===== src/rtl/fifo_fwft_unpacker_reader_pkg.sv =====
// fifo_fwft_unpacker_reader_pkg: shared types and helpers for the FWFT read-side unpacker
package fifo_fwft_unpacker_reader_pkg;
  localparam int MAX_LANES = 64;
  typedef enum logic {ST_FILL, ST_FLUSH} fill_state_e;
  function automatic int cnt_width(input int pack);
    return $clog2(pack) + 1;
  endfunction
  // lanes 0..cnt-1 set; cnt==MAX_LANES gives all ones
  function automatic logic [MAX_LANES-1:0] keep_from_cnt(input int unsigned cnt);
    return ~({MAX_LANES{1'b1}} << cnt);
  endfunction
endpackage


===== src/rtl/stream_out_reg.sv =====
// stream_out_reg: valid/ready holding register carrying data, keep and last
module stream_out_reg #(
  parameter int W = 32,
  parameter int K = 4
) (
  input  logic         clk,
  input  logic         rst,
  input  logic         load,
  input  logic [W-1:0] in_data,
  input  logic [K-1:0] in_keep,
  input  logic         in_last,
  input  logic         ready,
  output logic         valid,
  output logic [W-1:0] data,
  output logic [K-1:0] keep,
  output logic         last
);
  always_ff @(posedge clk) begin
    if (rst) begin
      valid <= 1'b0;
      data  <= '0;
      keep  <= '0;
      last  <= 1'b0;
    end else if (load) begin
      valid <= 1'b1;
      data  <= in_data;
      keep  <= in_keep;
      last  <= in_last;
    end else if (ready) begin
      valid <= 1'b0;
    end
  end
endmodule


===== src/rtl/fifo_fwft_unpacker_reader.sv =====
// fifo_fwft_unpacker_reader: pops FWFT FIFO entries and packs PACK lanes per output word
module fifo_fwft_unpacker_reader
  import fifo_fwft_unpacker_reader_pkg::*;
#(
  parameter int DATA_WIDTH = 8,
  parameter int PACK       = 4
) (
  input  logic                       clk,
  input  logic                       rst,
  input  logic                       empty_i,
  input  logic [DATA_WIDTH-1:0]      rdata_i,
  output logic                       ren_o,
  input  logic                       flush_i,
  output logic                       out_valid_o,
  input  logic                       out_ready_i,
  output logic [PACK*DATA_WIDTH-1:0] out_data_o,
  output logic [PACK-1:0]            out_keep_o,
  output logic                       out_last_o,
  output logic                       busy_o
);
  localparam int CNT_WIDTH = cnt_width(PACK);
  localparam int WW        = PACK * DATA_WIDTH;
  fill_state_e          state;
  logic [CNT_WIDTH-1:0] lane_cnt;
  logic [WW-1:0]        pack_q, pack_nx, ld_data;
  logic [PACK-1:0]      ld_keep;
  logic                 out_free, last_pop, flush_req, flush_ld, ld;
  assign out_free  = !out_valid_o | out_ready_i;
  assign ren_o     = !rst & !empty_i & !flush_i & (state == ST_FILL) &
                     ((lane_cnt < CNT_WIDTH'(PACK - 1)) | out_free);
  assign last_pop  = ren_o & (lane_cnt == CNT_WIDTH'(PACK - 1));
  // a flush only means something when lanes are partially filled
  assign flush_req = (flush_i | (state == ST_FLUSH)) & (lane_cnt != '0);
  assign flush_ld  = flush_req & out_free;
  assign ld        = last_pop | flush_ld;
  assign ld_keep   = last_pop ? '1 : PACK'(keep_from_cnt(int'(lane_cnt)));
  assign busy_o    = (lane_cnt != '0) | out_valid_o | (state == ST_FLUSH);
  always_comb begin
    pack_nx = pack_q;
    if (ren_o) pack_nx[int'(lane_cnt)*DATA_WIDTH +: DATA_WIDTH] = rdata_i;
  end
  // unused lanes of a flushed word are forced to zero
  always_comb begin
    ld_data = '0;
    for (int k = 0; k < PACK; k++)
      ld_data[k*DATA_WIDTH +: DATA_WIDTH] = ld_keep[k] ? pack_nx[k*DATA_WIDTH +: DATA_WIDTH] : '0;
  end
  always_ff @(posedge clk) begin
    if (rst) begin
      state    <= ST_FILL;
      lane_cnt <= '0;
      pack_q   <= '0;
    end else begin
      pack_q   <= pack_nx;
      lane_cnt <= ld ? '0 : lane_cnt + CNT_WIDTH'(ren_o);
      state    <= (flush_req & !out_free) ? ST_FLUSH : ST_FILL;
    end
  end
  stream_out_reg #(.W(WW), .K(PACK)) u_out (
    .clk    (clk),
    .rst    (rst),
    .load   (ld),
    .in_data(ld_data),
    .in_keep(ld_keep),
    .in_last(flush_ld),
    .ready  (out_ready_i),
    .valid  (out_valid_o),
    .data   (out_data_o),
    .keep   (out_keep_o),
    .last   (out_last_o)
  );
endmodule

===== config.mk =====
export PLATFORM = sky130hd
export DESIGN_NAME = fifo_fwft_unpacker_reader
export DESIGN_NICKNAME = d
export VERILOG_FILES = /design/src/rtl/fifo_fwft_unpacker_reader_pkg.sv /design/src/rtl/stream_out_reg.sv /design/src/rtl/fifo_fwft_unpacker_reader.sv
export SDC_FILE = /design/constraint.sdc
export NUM_CORES = 1
export LEC_CHECK = 0
export ABC_AREA = 0
export CAP_MARGIN = 15
export CELL_PAD_IN_SITES_DETAIL_PLACEMENT = 0
export CELL_PAD_IN_SITES_GLOBAL_PLACEMENT = 1
export CORE_MARGIN = 10
export CORE_UTILIZATION = 43
export DETAILED_ROUTE_END_ITERATION = 10
export GPL_TIMING_DRIVEN = 0
export PLACE_DENSITY = 0.86
export SLEW_MARGIN = 10
export SYNTH_ARGS = -nofsm -noshare
export SYNTH_HDL_FRONTEND = slang
export SYNTH_SLANG_ARGS = --single-unit

===== constraint.sdc =====
create_clock -name clk -period 3.52 [get_ports clk]
set_input_delay 0.704 -clock clk [delete_from_list [all_inputs] [get_ports clk]]
set_output_delay 0.704 -clock clk [all_outputs]
set_load 0.03 [all_outputs]

Word level (Yosys, flattened, before mapping)
Cells that the tools add are included.

cells by class
  add/subtract/negate cells = 2
  $lt $le $gt $ge = 1
  eq/ne operators = 1
  shift-type cells = 3
  multiplexer cells = 10
  bitwise logic cells = 16
  reduce and logical (&&, ||, !) cells = 8

operator list
  operator                 number
  $shl 64x3->4 const A     1
  $neg 6->33               1
  $shift 8x33->32 const A  1
  $shiftx 8x33->32         1
  $bwmux 32                1
  $mux 32                  1
  $mux 8                   4
  $and 1x1->1              8
  $or 1x1->1               6
  $logic_not 1->1          5
  $mux 4                   1
  $not 4->4                1
  $add 3x1->3              1
  $eq 3x2->1 const B       1
  $lt 3x2->1 const B       1
  $mux 1                   3
  $reduce_bool 3->1        1
  $reduce_bool 2->1        1
  $reduce_or 2->1          1
  $not 1->1                1

storage, ports and cells
  register bits = 74
  output and inout port bits = 40

Depth between registers and ports, before layout
Gate-level depths: netlist of the first run.

  depth after elaboration = 8
  mapped depth = 9

Modules after synthesis
Synthesis of the first run repeated with hierarchy kept, for this count alone.

second synthesis, totals
  cell total of the unflattened synthesis = 330
  area total of the unflattened synthesis = 3,136.8 um^2

modules (own cells, without submodules)
  module                     times used  cells an instance  area each (um^2)  seq. area each (um^2)
  fifo_fwft_unpacker_reader  1           207                1,775.5           720.7
  stream_out_reg             1           123                1,361.3           760.7

Least setup slack after synthesis of the first run
No wires, ideal clock.

  kind = input to register
  start = input port rst
  end = register lane_cnt[1]
  library setup time = 0.116 ns
  arrival = 2.468 ns
  data required time = 3.404 ns
  setup slack = 0.937 ns
  stages on the path = 6
  path buffers = 1
  path through = buf_6 or4_4 a21oi_1 ha_1 ha_1 and3_1

on the way
  longest elaborated chain between the ends = 8
  elaborated cells on any way between the ends = 9

ends and longest elaborated chain
  what                                                 line                             RTL
  from (decl)                                          fifo_fwft_unpacker_reader.sv:9   input logic rst,
  $logic_not 1->1 (*)                                  fifo_fwft_unpacker_reader.sv:29  assign ren_o = !rst & !empty_i & !flush_i & (state == ST_FILL) &
  $and 1x1->1 (*) (4 in a row)                         fifo_fwft_unpacker_reader.sv:29
  named net ren_o                                      fifo_fwft_unpacker_reader.sv:12  output logic ren_o,
  branches (longest 3 deep; another with $add 3x1->3)  n/a
  to (signal assigned)                                 fifo_fwft_unpacker_reader.sv:55  lane_cnt <= ld ? '0 : lane_cnt + CNT_WIDTH'(ren_o);
  to (decl)                                            fifo_fwft_unpacker_reader.sv:24  logic [CNT_WIDTH-1:0] lane_cnt;

Mark *: on every way through the listed nets, which the timed path passes.
A chain may end at the register's enable or synchronous reset.

Final worst setup path of the first run
  start = register lane_cnt[0]
  end = output port busy_o

on the way
  longest elaborated chain between the ends = 3

ends and longest elaborated chain
  what                     line                             RTL
  $reduce_bool 3->1        fifo_fwft_unpacker_reader.sv:37  assign busy_o = (lane_cnt != '0) | out_valid_o | (state == ST_FLUSH);
  $or 1x1->1 (2 in a row)  fifo_fwft_unpacker_reader.sv:37
  to (decl)                fifo_fwft_unpacker_reader.sv:19  output logic busy_o

Every way passes these cells.

==> metrics.txt, run 1 <==
largest family of logic cells by synthesized area compound AO/OA/AOI/OAI gates; area delta synth->final 27.6%; Yosys Warn Count 0; Fin. Hold Viols 0; GRT overflow 0; Worst EP required 2.82 ns; syn nets 321; max cap viols 0; min-delay src pack_q[3]$_SDFF_PP0_; unrepaired setup endpoints after global routing no; first-pass GRT wire length 12.5 mm; most common cell after layout, fill and taps aside dfxtp_1; worst path cell trace clkbuf_1 -> inv_1 -> ha_1 -> ha_1 -> or3b_2 -> clkdlybuf4s50_1; Slew Viols, Final 0; critical path startpoint category flip-flop; Seq/Total Area, Yosys 50.0%; Crit Path Class reg -> out; Pwr Total 1.64 mW; Max-Slew Margin vs Limit approximately 39%; largest net degree at the start of global routing 13; worst-margin pin slew around 0.9 ns; flops & latches, synth 74; count of cell types in the netlist 43; multiplexer area fraction after synthesis 7.78%; Post-DRT Antenna Nets 0; crit path buf inv count 3; antenna fix cells 0; routed vias 2453; # IOs 53; Die ar. 10600 um2; Fmax 303 MHz; commonest cells after routing, fill and taps aside dfxtp_1, clkdlybuf4s50_1, a21oi_1; worst skew pair latency ~0.35 ns; DRC 0; Data arrival, critical path 2.59 ns; Critical Path Start lane_cnt[0]$_SDFF_PP0_; Netlist Area Pre-Place 2960 um2; Die Ht 103 um; Setup TNS Final 0 ns; Core Footprint 6760 um2; skew final roughly 0.0067 ns; Die Wd 103 um; Crit. End Element output port; final setup fails 0; wirelength, routed around 7.7 mm; ranking of synthesized cells by area dfxtp_1, mux2i_1, a21oi_1, nand3_1, ha_1; CTS Buffer Depth 2; initial antenna violation count 0; Rows 30; Synth Area in Compound Gates between 20% and 30%; Leak around 1.4 nW; post-synth top area share 50.0%; PD cells 434 nW/um2; Mapped Cells about 300; Num CTS Buffers 9; H-tree Lvls 3; CP delay by family, top buffers and inverters; drt pass-1 iters 4; DR WL/cell 17.2 um; clock-pin slew on the worst setup and hold paths 0.07 ns; DR iter-0 viols 194; # nets final 383; Post-Synth XOR/XNOR Area 0.296%; CTS Sinks 74; gr usage total 15.3%; layout cells sized above 1 7.34%; vias in the first global route 2401; CP max stage delay 0.66 ns; Vias/cell 5.48; Worst VDD drop 0.299 mV; status finished clean; minimum clock period 3.30 ns; CTS root buf clkbuf_8; dpl hpwl 5.47 mm; Post-Synth Simple-Gate Area 14.1%; leading area contributor after synthesis dfxtp_1; syn_area_per_cell 9.84 um2; Hold WC Path Type reg -> reg; Final period util 93.6%; Starting Density 43.8%; RePlAce Congestion 0.896; Worst path most repeated cell ha_1; CP Max Fanout 10; Adder-Cell Fraction of Synth Area between 2 and 3%; TritonCTS clock tree built; port buffer count 51; Worst R2R Start lane_cnt[0]$_SDFF_PP0_; CP max stage cell clkdlybuf4s50_1
-- where the power goes --
| group | internal [mW] | total (mW) | leakage (nW) | switching (mW) |
|---|---|---|---|---|
| clock | 0.365 | 0.673 | 0.0986 | 0.308 |
| combinational | 0.0439 | 0.117 | 0.750 | 0.0728 |
| sequential | 0.846 | 0.852 | 0.597 | 0.00577 |
-- sequential cells by signal, indices dropped and copies added, names as in the netlist --
register     count
u_out.last       1
u_out.keep       4
u_out.data      32
u_out.valid      1
lane_cnt         3
pack_q          32
state            1
-- path summary, 6_finish.rpt --
kind | cells past startpoint | end | slack [ns]
hold / removal | 2 | pack_q[3]$_SDFF_PP0_ | 0.46
setup / recovery | 6 | busy_o | 0.22
setup reg to reg | 8 | u_out.data[23]$_SDFFE_PP0P_ | 0.54
hold reg to reg | 2 | pack_q[3]$_SDFF_PP0_ | 0.46
-- area by class of cell --
| type | instances | area, um2 |
|---|---|---|
| Fill cell | 640 | 2980 |
| Sequential cell | 74 | 1480 |
| Multi-Input combinational cell | 193 | 1340 |
| Timing Repair Buffer | 51 | 513 |
| Clock buffer | 12 | 155 |
| Tap cell | 80 | 100 |
| Inverter | 20 | 75.1 |
| Buffer | 14 | 61.3 |
| Clock inverter | 4 | 50.0 |
-- cell usage after synthesis --
cell type / count
inv_1: 20
and3_1: 2
nor2b_1: 2
nand4_1: 2
and2_1: 8
o2bb2ai_1: 8
nand4bb_1: 1
buf_2: 1
dfxtp_1: 74
a211oi_4: 1
o211a_1: 1
a21oi_1: 25
nand2_1: 12
o21bai_1: 1
a21o_1: 2
nor4_4: 1
o221ai_2: 1
nor2_1: 21
o211ai_1: 1
nand2b_1: 2
ha_1: 7
clkbuf_1: 12
or3b_2: 1
o31ai_1: 7
o21a_1: 1
xnor2_1: 1
o221ai_1: 8
nor3_1: 5
nand3_1: 19
or2_2: 1
o2111ai_2: 2
nor3b_1: 1
buf_6: 1
mux2i_1: 23
a22o_1: 8
o21ai_1: 2
and2_2: 1
o21ba_2: 1
o21ai_0: 9
o2111ai_1: 1
o2111a_1: 1
a31oi_1: 2
or4_4: 1
-- worst register-to-register path, stage by stage, from the launching register on --
cell and delay [ns]:
dfxtp_1 0.49, clkbuf_1 0.38, inv_1 0.10, ha_1 0.23, ha_1 0.31, nor2b_1 0.26, o211ai_1 0.36, o221ai_2 0.51
o221ai_1 0.21
-- stage by stage --
stage	hold WS [ns]	area, um2	instances	utilization (%)	worst slack (ns)
floorplan	0.432	2960	301	-	0.937
global placement	0.442	3570	432	52.9	0.0322
detailed placement	0.447	3570	432	52.9	0.0560
CTS	0.462	3780	448	55.9	0.0523
global route	0.487	3780	448	55.9	0.0105
finish	0.461	3780	448	55.9	0.225
-- per-layer routing --
metal | GRT usage (%) | vias to the layer above | wire length (um)
met5 | 0 | - | 0
li1 | - | 1216 | -
met1 | 20.1 | 1159 | 3480
met2 | 21.8 | 71 | 3470
met4 | 5.88 | 0 | 68
met3 | 6.23 | 7 | 688
-- logic make-up (layout without fill, tap and decap cells) --
kind of cell               Yosys count  count (layout)
adders and majority gates            7               7
AOI/OAI and AO/OA                   82              82
muxes                               23              23
xor gates and xnor gates             1               1
and+or+nand+nor                     80              80
DFF                                 74              74
buffers and inverters               34             101
-- what timing repair did --
action                                  4_1_cts  5_1_grt
resized for setup                             0        1
hold buffers                                  0        0
setup buffers                                 0        0
endpoints found under the setup margin        0        1
No activity file was read; power rests on OpenSTA's default activity.
==> run 2, diff against run 1 <==
CELL_PAD_IN_SITES_DETAIL_PLACEMENT = not set   (was 0)
CELL_PAD_IN_SITES_GLOBAL_PLACEMENT = not set   (was 1)
CORE_UTILIZATION = 56   (was 43)
==> metrics.txt, run 2 (synthesized netlist as in run 1, its figures left out) <==
RePlAce Congestion 0.873 (-2.5%); Crit Path Class reg -> out; worst skew pair latency 0.34 ns (about the same); unrepaired setup endpoints after global routing no; area delta synth->final 25.6%; worst path cell trace clkbuf_1 -> inv_1 -> ha_1 -> ha_1 -> or3b_2 -> clkdlybuf4s50_1; fill cell instance count of the final layout 393 (-39%); CP Max Fanout 10 (unchanged); Fmax 294 MHz (-3.1%); # nets final 383 (unchanged); drt pass-1 iters 5 (+1); wirelength, routed 7.58 mm (-1.7%); critical path startpoint category flip-flop; worst-margin pin slew 0.843 ns (-0.0796 ns); initial antenna violation count 0 (unchanged); final setup fails 0 (unchanged); DR WL/cell 17.4 um (+1.0%); Setup WS pre-CTS 0.125 ns (+0.0685 ns); biggest regs pack_q x32, u_out.data x32, u_out.keep x4; most common cell after layout, fill and taps aside dfxtp_1; DRC 0 (unchanged); Leak 1.41 nW (-2.3%); Data arrival, critical path 2.70 ns (+0.11 ns); skew final 0.00837 ns (+0.00169 ns); H-tree Lvls 3 (unchanged); Setup TNS Final 0 ns (unchanged); Die Ht 92.7 um (-10%); CTS-repair resized insts 0 (unchanged); status finished clean; crit path buf inv count 3 (unchanged); Worst EP required 2.82 ns (about the same); post-CTS setup buffers 0 (unchanged); Core Footprint 5110 um2 (-24%); Register Area 1480 um2 (unchanged); Max-Slew Margin vs Limit 43.8% (+5.3 points); CTS root buf clkbuf_8; Die Wd 92.7 um (-10%); Multi-input gate area 1340 um2 (unchanged); post-layout worst setup margin 0.120 ns (-0.105 ns); Slew Viols, Final 0 (unchanged); port buffer count 51 (unchanged); Worst VDD drop 0.422 mV (+41%); Rows 26 (-13%); Fin. Hold Viols 0 (unchanged); Num CTS Buffers 9 (unchanged); # IOs 53 (unchanged); antenna fix cells 0 (unchanged); Worst path most repeated cell ha_1; Pwr Total 1.52 mW (-7.3%); Post-DRT Antenna Nets 0 (unchanged); TritonCTS clock tree built; routed vias 2468 (+0.61%); max cap viols 0 (unchanged); CTS Sinks 74 (unchanged); Vias/cell 5.66 (+3.4%); clock-pin slew on the worst setup and hold paths 0.07 ns (about the same); commonest cells after routing, fill and taps aside dfxtp_1, clkdlybuf4s50_1, a21oi_1; vias in the first global route 2457 (+2.3%); Crit. End Element output port; GRT overflow 0 (unchanged); Starting Density 58.0% (+14 points); DR iter-0 viols 214 (+10%); first-pass GRT wire length 12.3 mm (-1.7%); Final period util 96.6% (+3.0 points); gr usage total 17.9% (+2.6 points); CP delay by family, top buffers and inverters; layout cells sized above 1 6.83% (-0.51 points); CP max stage cell clkdlybuf4s50_1; minimum clock period 3.40 ns (+0.105 ns); CTS Buffer Depth 2 (unchanged); dpl hpwl 5.38 mm (-1.6%); Die ar. 8590 um2 (-19%); largest net degree at the start of global routing 12 (-1); PD cells 410 nW/um2 (-5.7%); Hold WC Path Type reg -> reg; CP max stage delay 0.67 ns (about the same); hold buffers post-CTS 0 (unchanged)
## run 2: cell types whose count changed in the layout (fill, tap and decap cells not counted)
cell             previous run  this run
bufinv_16                   1         0
clkbuf_8                   11        10
clkdlybuf4s50_1            50        51
clkinv_2                    1         2
clkinvlp_4                  2         1
dlymetal6s2s_1              1         0
## run 2: cell type report
| class | instances | area share [%] |
|---|---|---|
| Multi-Input combinational cell | 193 | 36.1 |
| Buffer | 14 | 1.65 |
| Inverter | 20 | 2.02 |
| Timing Repair Buffer | 51 | 13.7 |
| Sequential cell | 74 | 39.9 |
| Clock inverter | 3 | 0.471 |
| Clock buffer | 11 | 3.80 |
| Tap cell | 70 | 2.36 |
## run 2: metal layers
layer	global-route usage, %	share of wire, %	up-vias
met1	21.9	44	1151
met4	7.84	2.4	0
met2	27.8	46	90
li1	-	-	1209
met5	0	0	-
met3	6.30	7.3	18
## run 2: stage by stage
step                      area (um2)  instances  utilization [%]  hold WS (ns)
final                           3720        436             72.8         0.469
after global routing            3720        436             72.8         0.491
after CTS                       3720        436             72.8         0.472
after detailed placement        3560        422             69.7         0.448
after global placement          3560        422             69.7         0.439
after floorplan                 2960        301                -         0.432
## run 2: final timing paths
check / from / to / slack (ns) / cells after the start
worst max-delay path: lane_cnt[0]$_SDFF_PP0_ / busy_o / 0.12 / 6
worst min-delay path: u_out.data[11]$_SDFFE_PP0P_ / u_out.data[11]$_SDFFE_PP0P_ / 0.47 / 1
worst max register to register: lane_cnt[0]$_SDFF_PP0_ / u_out.data[23]$_SDFFE_PP0P_ / 0.44 / 8
worst min register to register: u_out.data[11]$_SDFFE_PP0P_ / u_out.data[11]$_SDFFE_PP0P_ / 0.47 / 1
## run 2: power breakdown
part           switching, mW  total [mW]  internal, mW
clock network          0.289       0.554         0.265
logic                 0.0719       0.116        0.0443
registers            0.00635       0.853         0.846
total                  0.367        1.52          1.16
==> run 3, diff against run 2 <==
CAP_MARGIN = 0   (was 15)
PLACE_DENSITY = 0.89   (was 0.86)
SYNTH_HIERARCHICAL = 1   (was not set)
==> metrics.txt, run 3 <==
Leak 1.49 nW (+5.8%); max cap viols 0 (unchanged); post-CTS setup buffers 0 (unchanged); first-pass GRT wire length 12.0 mm (-2.7%); unrepaired setup endpoints after global routing no; count leader, synth nor2_1; RePlAce Congestion 0.873 (unchanged); CTS Sinks 74 (unchanged); Yosys Warn Count 6 (+6); drt pass-1 iters 5 (unchanged); design area 3960 um2 (+6.4%); antenna fix cells 0 (unchanged); Starting Density 57.3% (-0.65 points); Final period util 91.6% (-5.0 points); crit path buf inv count 3 (unchanged); worst skew pair latency 0.35 ns (about the same); area delta synth->final 26.1%; DR WL/cell 15.7 um (-9.9%); vias in the first global route 2442 (-0.61%); final core occ 72.3% (-0.51 points); multiplexer area fraction after synthesis 19.5% (+12 points); wirelength, routed 7.34 mm (-3.1%); Slew Viols, Final 0 (unchanged); dpl hpwl 5.30 mm (-1.5%); Die Wd 94.8 um (+2.3%); leading area contributor after synthesis dfxtp_1; port buffer count 51 (unchanged); Die ar. 8990 um2 (+4.7%); status finished clean; Post-synth EDFFs 0 (unchanged); Mapped Cells 330 (+9.6%); CP Max Fanout 6 (-4); Placed Cells 453 (+7.3%); list of most frequent post-synthesis cells nor2_1, dfxtp_1, mux2i_1; Seq/Total Area, Yosys 47.2% (-2.8 points); ranking of synthesized cells by area dfxtp_1, mux2i_1, nor2_1, a21oi_1, ha_1; Crit. End Element output port; Post-DP Area 3740 um2 (+5.0%); # nets final 412 (+7.6%); CP max stage delay 0.52 ns (-0.15 ns); Pwr Total 1.67 mW (+9.9%); Crit Path Class in -> out; post-layout worst setup margin 0.295 ns (+0.175 ns); worst path cell trace clkdlybuf4s50_1 -> or4_4 -> buf_6 -> a21oi_1 -> dlygate4sd2_1; Adder-Cell Fraction of Synth Area 2.79% (-0.17 points); DRC 0 (unchanged); syn nets 350 (+9.0%); CP delay by family, top buffers and inverters; worst-margin pin slew 1.18 ns (+0.333 ns); flops & latches, synth 74 (unchanged); Post-Synth XOR/XNOR Area 0.279% (-0.017 points); CTS root buf clkbuf_8; Num CTS Buffers 9 (unchanged); H-tree Lvls 3 (unchanged); DR iter-0 viols 167 (-22%); CP max stage cell or4_4; Fin Hold WS 0.493 ns (+0.0234 ns); Netlist Area Pre-Place 3140 um2 (+6.0%); Vias/cell 5.40 (-4.6%); count of cell types in the netlist 34 (-21%); Die Ht 94.8 um (+2.3%); routed vias 2533 (+2.6%); Fmax 310 MHz (+5.4%); most used flip-flop cell after synthesis dfxtp_1; Max-Slew Margin vs Limit 21.2% (-23 points); largest family of logic cells by synthesized area multiplexers; CTS Buffer Depth 2 (unchanged); PD cells 423 nW/um2 (+3.3%); Setup WS pre-CTS -0.0334 ns (-0.158 ns); post-synth top area share 47.2% (-2.8 points); Fin. Hold Viols 0 (unchanged); GRT overflow 0 (unchanged); gr usage total 16.9% (-0.95 points); Worst VDD drop 0.370 mV (-12%); most common cell after layout, fill and taps aside nor2_1; Post-DRT Antenna Nets 0 (unchanged); biggest regs pack_q x32, u_out/data x32, u_out/keep x4; minimum clock period 3.23 ns (-0.175 ns); commonest cells after routing, fill and taps aside nor2_1, dfxtp_1, mux2i_1; clock-pin slew on the worst setup and hold paths 0.07 ns (about the same); critical path startpoint category input pin; Core Footprint 5470 um2 (+7.2%); layout cells sized above 1 7.30% (+0.47 points); syn_area_per_cell 9.51 um2 (-3.4%); Non-Filler Instances 469 (+7.6%); # IOs 53 (unchanged); Worst EP required 2.82 ns (about the same); TritonCTS clock tree built; hold buffers post-CTS 0 (unchanged); Hold WC Path Type reg -> reg; Setup TNS Final 0 ns (unchanged); largest net degree at the start of global routing 13 (+1); Data arrival, critical path 2.52 ns (-0.18 ns); initial antenna violation count 0 (unchanged); Synth Area in Compound Gates 7.66% (-13 points); Rows 27 (+3.8%); Post-Synth Simple-Gate Area 17.4% (+3.3 points); skew final 0.00645 ns (-0.00192 ns); CTS-repair resized insts 1 (+1); ys async rst share 0% (unchanged); final setup fails 0 (unchanged)
## run 3: changes by cell type after synthesis, moves of 9 or more
cell,delta
inv_1,-13
nor2_1,+67
o21ai_0,-9
nand3_1,-10
mux2i_1,+38
nand2_1,-10
## run 3: logic make-up (layout without fill, tap and decap cells)
family	after synthesis	after routing
compound gates	36	36
xor+xnor	1	1
fa+ha+maj	7	7
buf+inv	27	94
flops	74	74
mux	61	61
simple gates	124	124
## run 3: worst paths after layout
kind / depth (start not counted) / startpoint / endpoint / slack [ns]
setup reg to reg: 10 / lane_cnt[0]$_SDFF_PP0_ / u_out/data[25]$_SDFFE_PP0P_ / 0.38
setup / recovery: 5 / empty_i / ren_o / 0.29
hold reg to reg: 2 / pack_q[8]$_SDFF_PP0_ / pack_q[8]$_SDFF_PP0_ / 0.49
hold / removal: 2 / pack_q[8]$_SDFF_PP0_ / pack_q[8]$_SDFF_PP0_ / 0.49
## run 3: final cells by class
class | instances | area [um2]
Fill cell | 401 | 1520
Tap cell | 72 | 90.1
Buffer | 18 | 129
Inverter | 9 | 33.8
Clock inverter | 5 | 77.6
Multi-Input combinational cell | 229 | 1490
Timing Repair Buffer | 51 | 509
Sequential cell | 74 | 1480
Clock buffer | 11 | 141
## run 3: worst reg2reg max path: stages (launching register included)
cell and delay, ns:
dfxtp_1 0.50, clkbuf_1 0.33, inv_1 0.12, ha_1 0.24, ha_1 0.23, nand2b_1 0.24, a2111oi_4 0.73, mux2i_1 0.35
nor2_1 0.06, mux2i_1 0.16, nor2_1 0.06
## run 3: metal layers
metal  global-route usage [%]  vias to the layer above  part of all wire (%)  wire [um]
met1                     20.2                     1185                    41       3050
met5                        0                        -                     0          0
met3                     6.26                       15                   9.1        667
li1                         -                     1238                     -          -
met4                     7.23                        0                   1.9        142
met2                     26.9                       95                    47       3490
## run 3: where the power goes
group	switching (mW)	total [mW]	internal [mW]
Combinational	0.0636	0.109	0.0452
Clock	0.303	0.719	0.416
Sequential	0.00328	0.844	0.841
Total	0.370	1.67	1.30
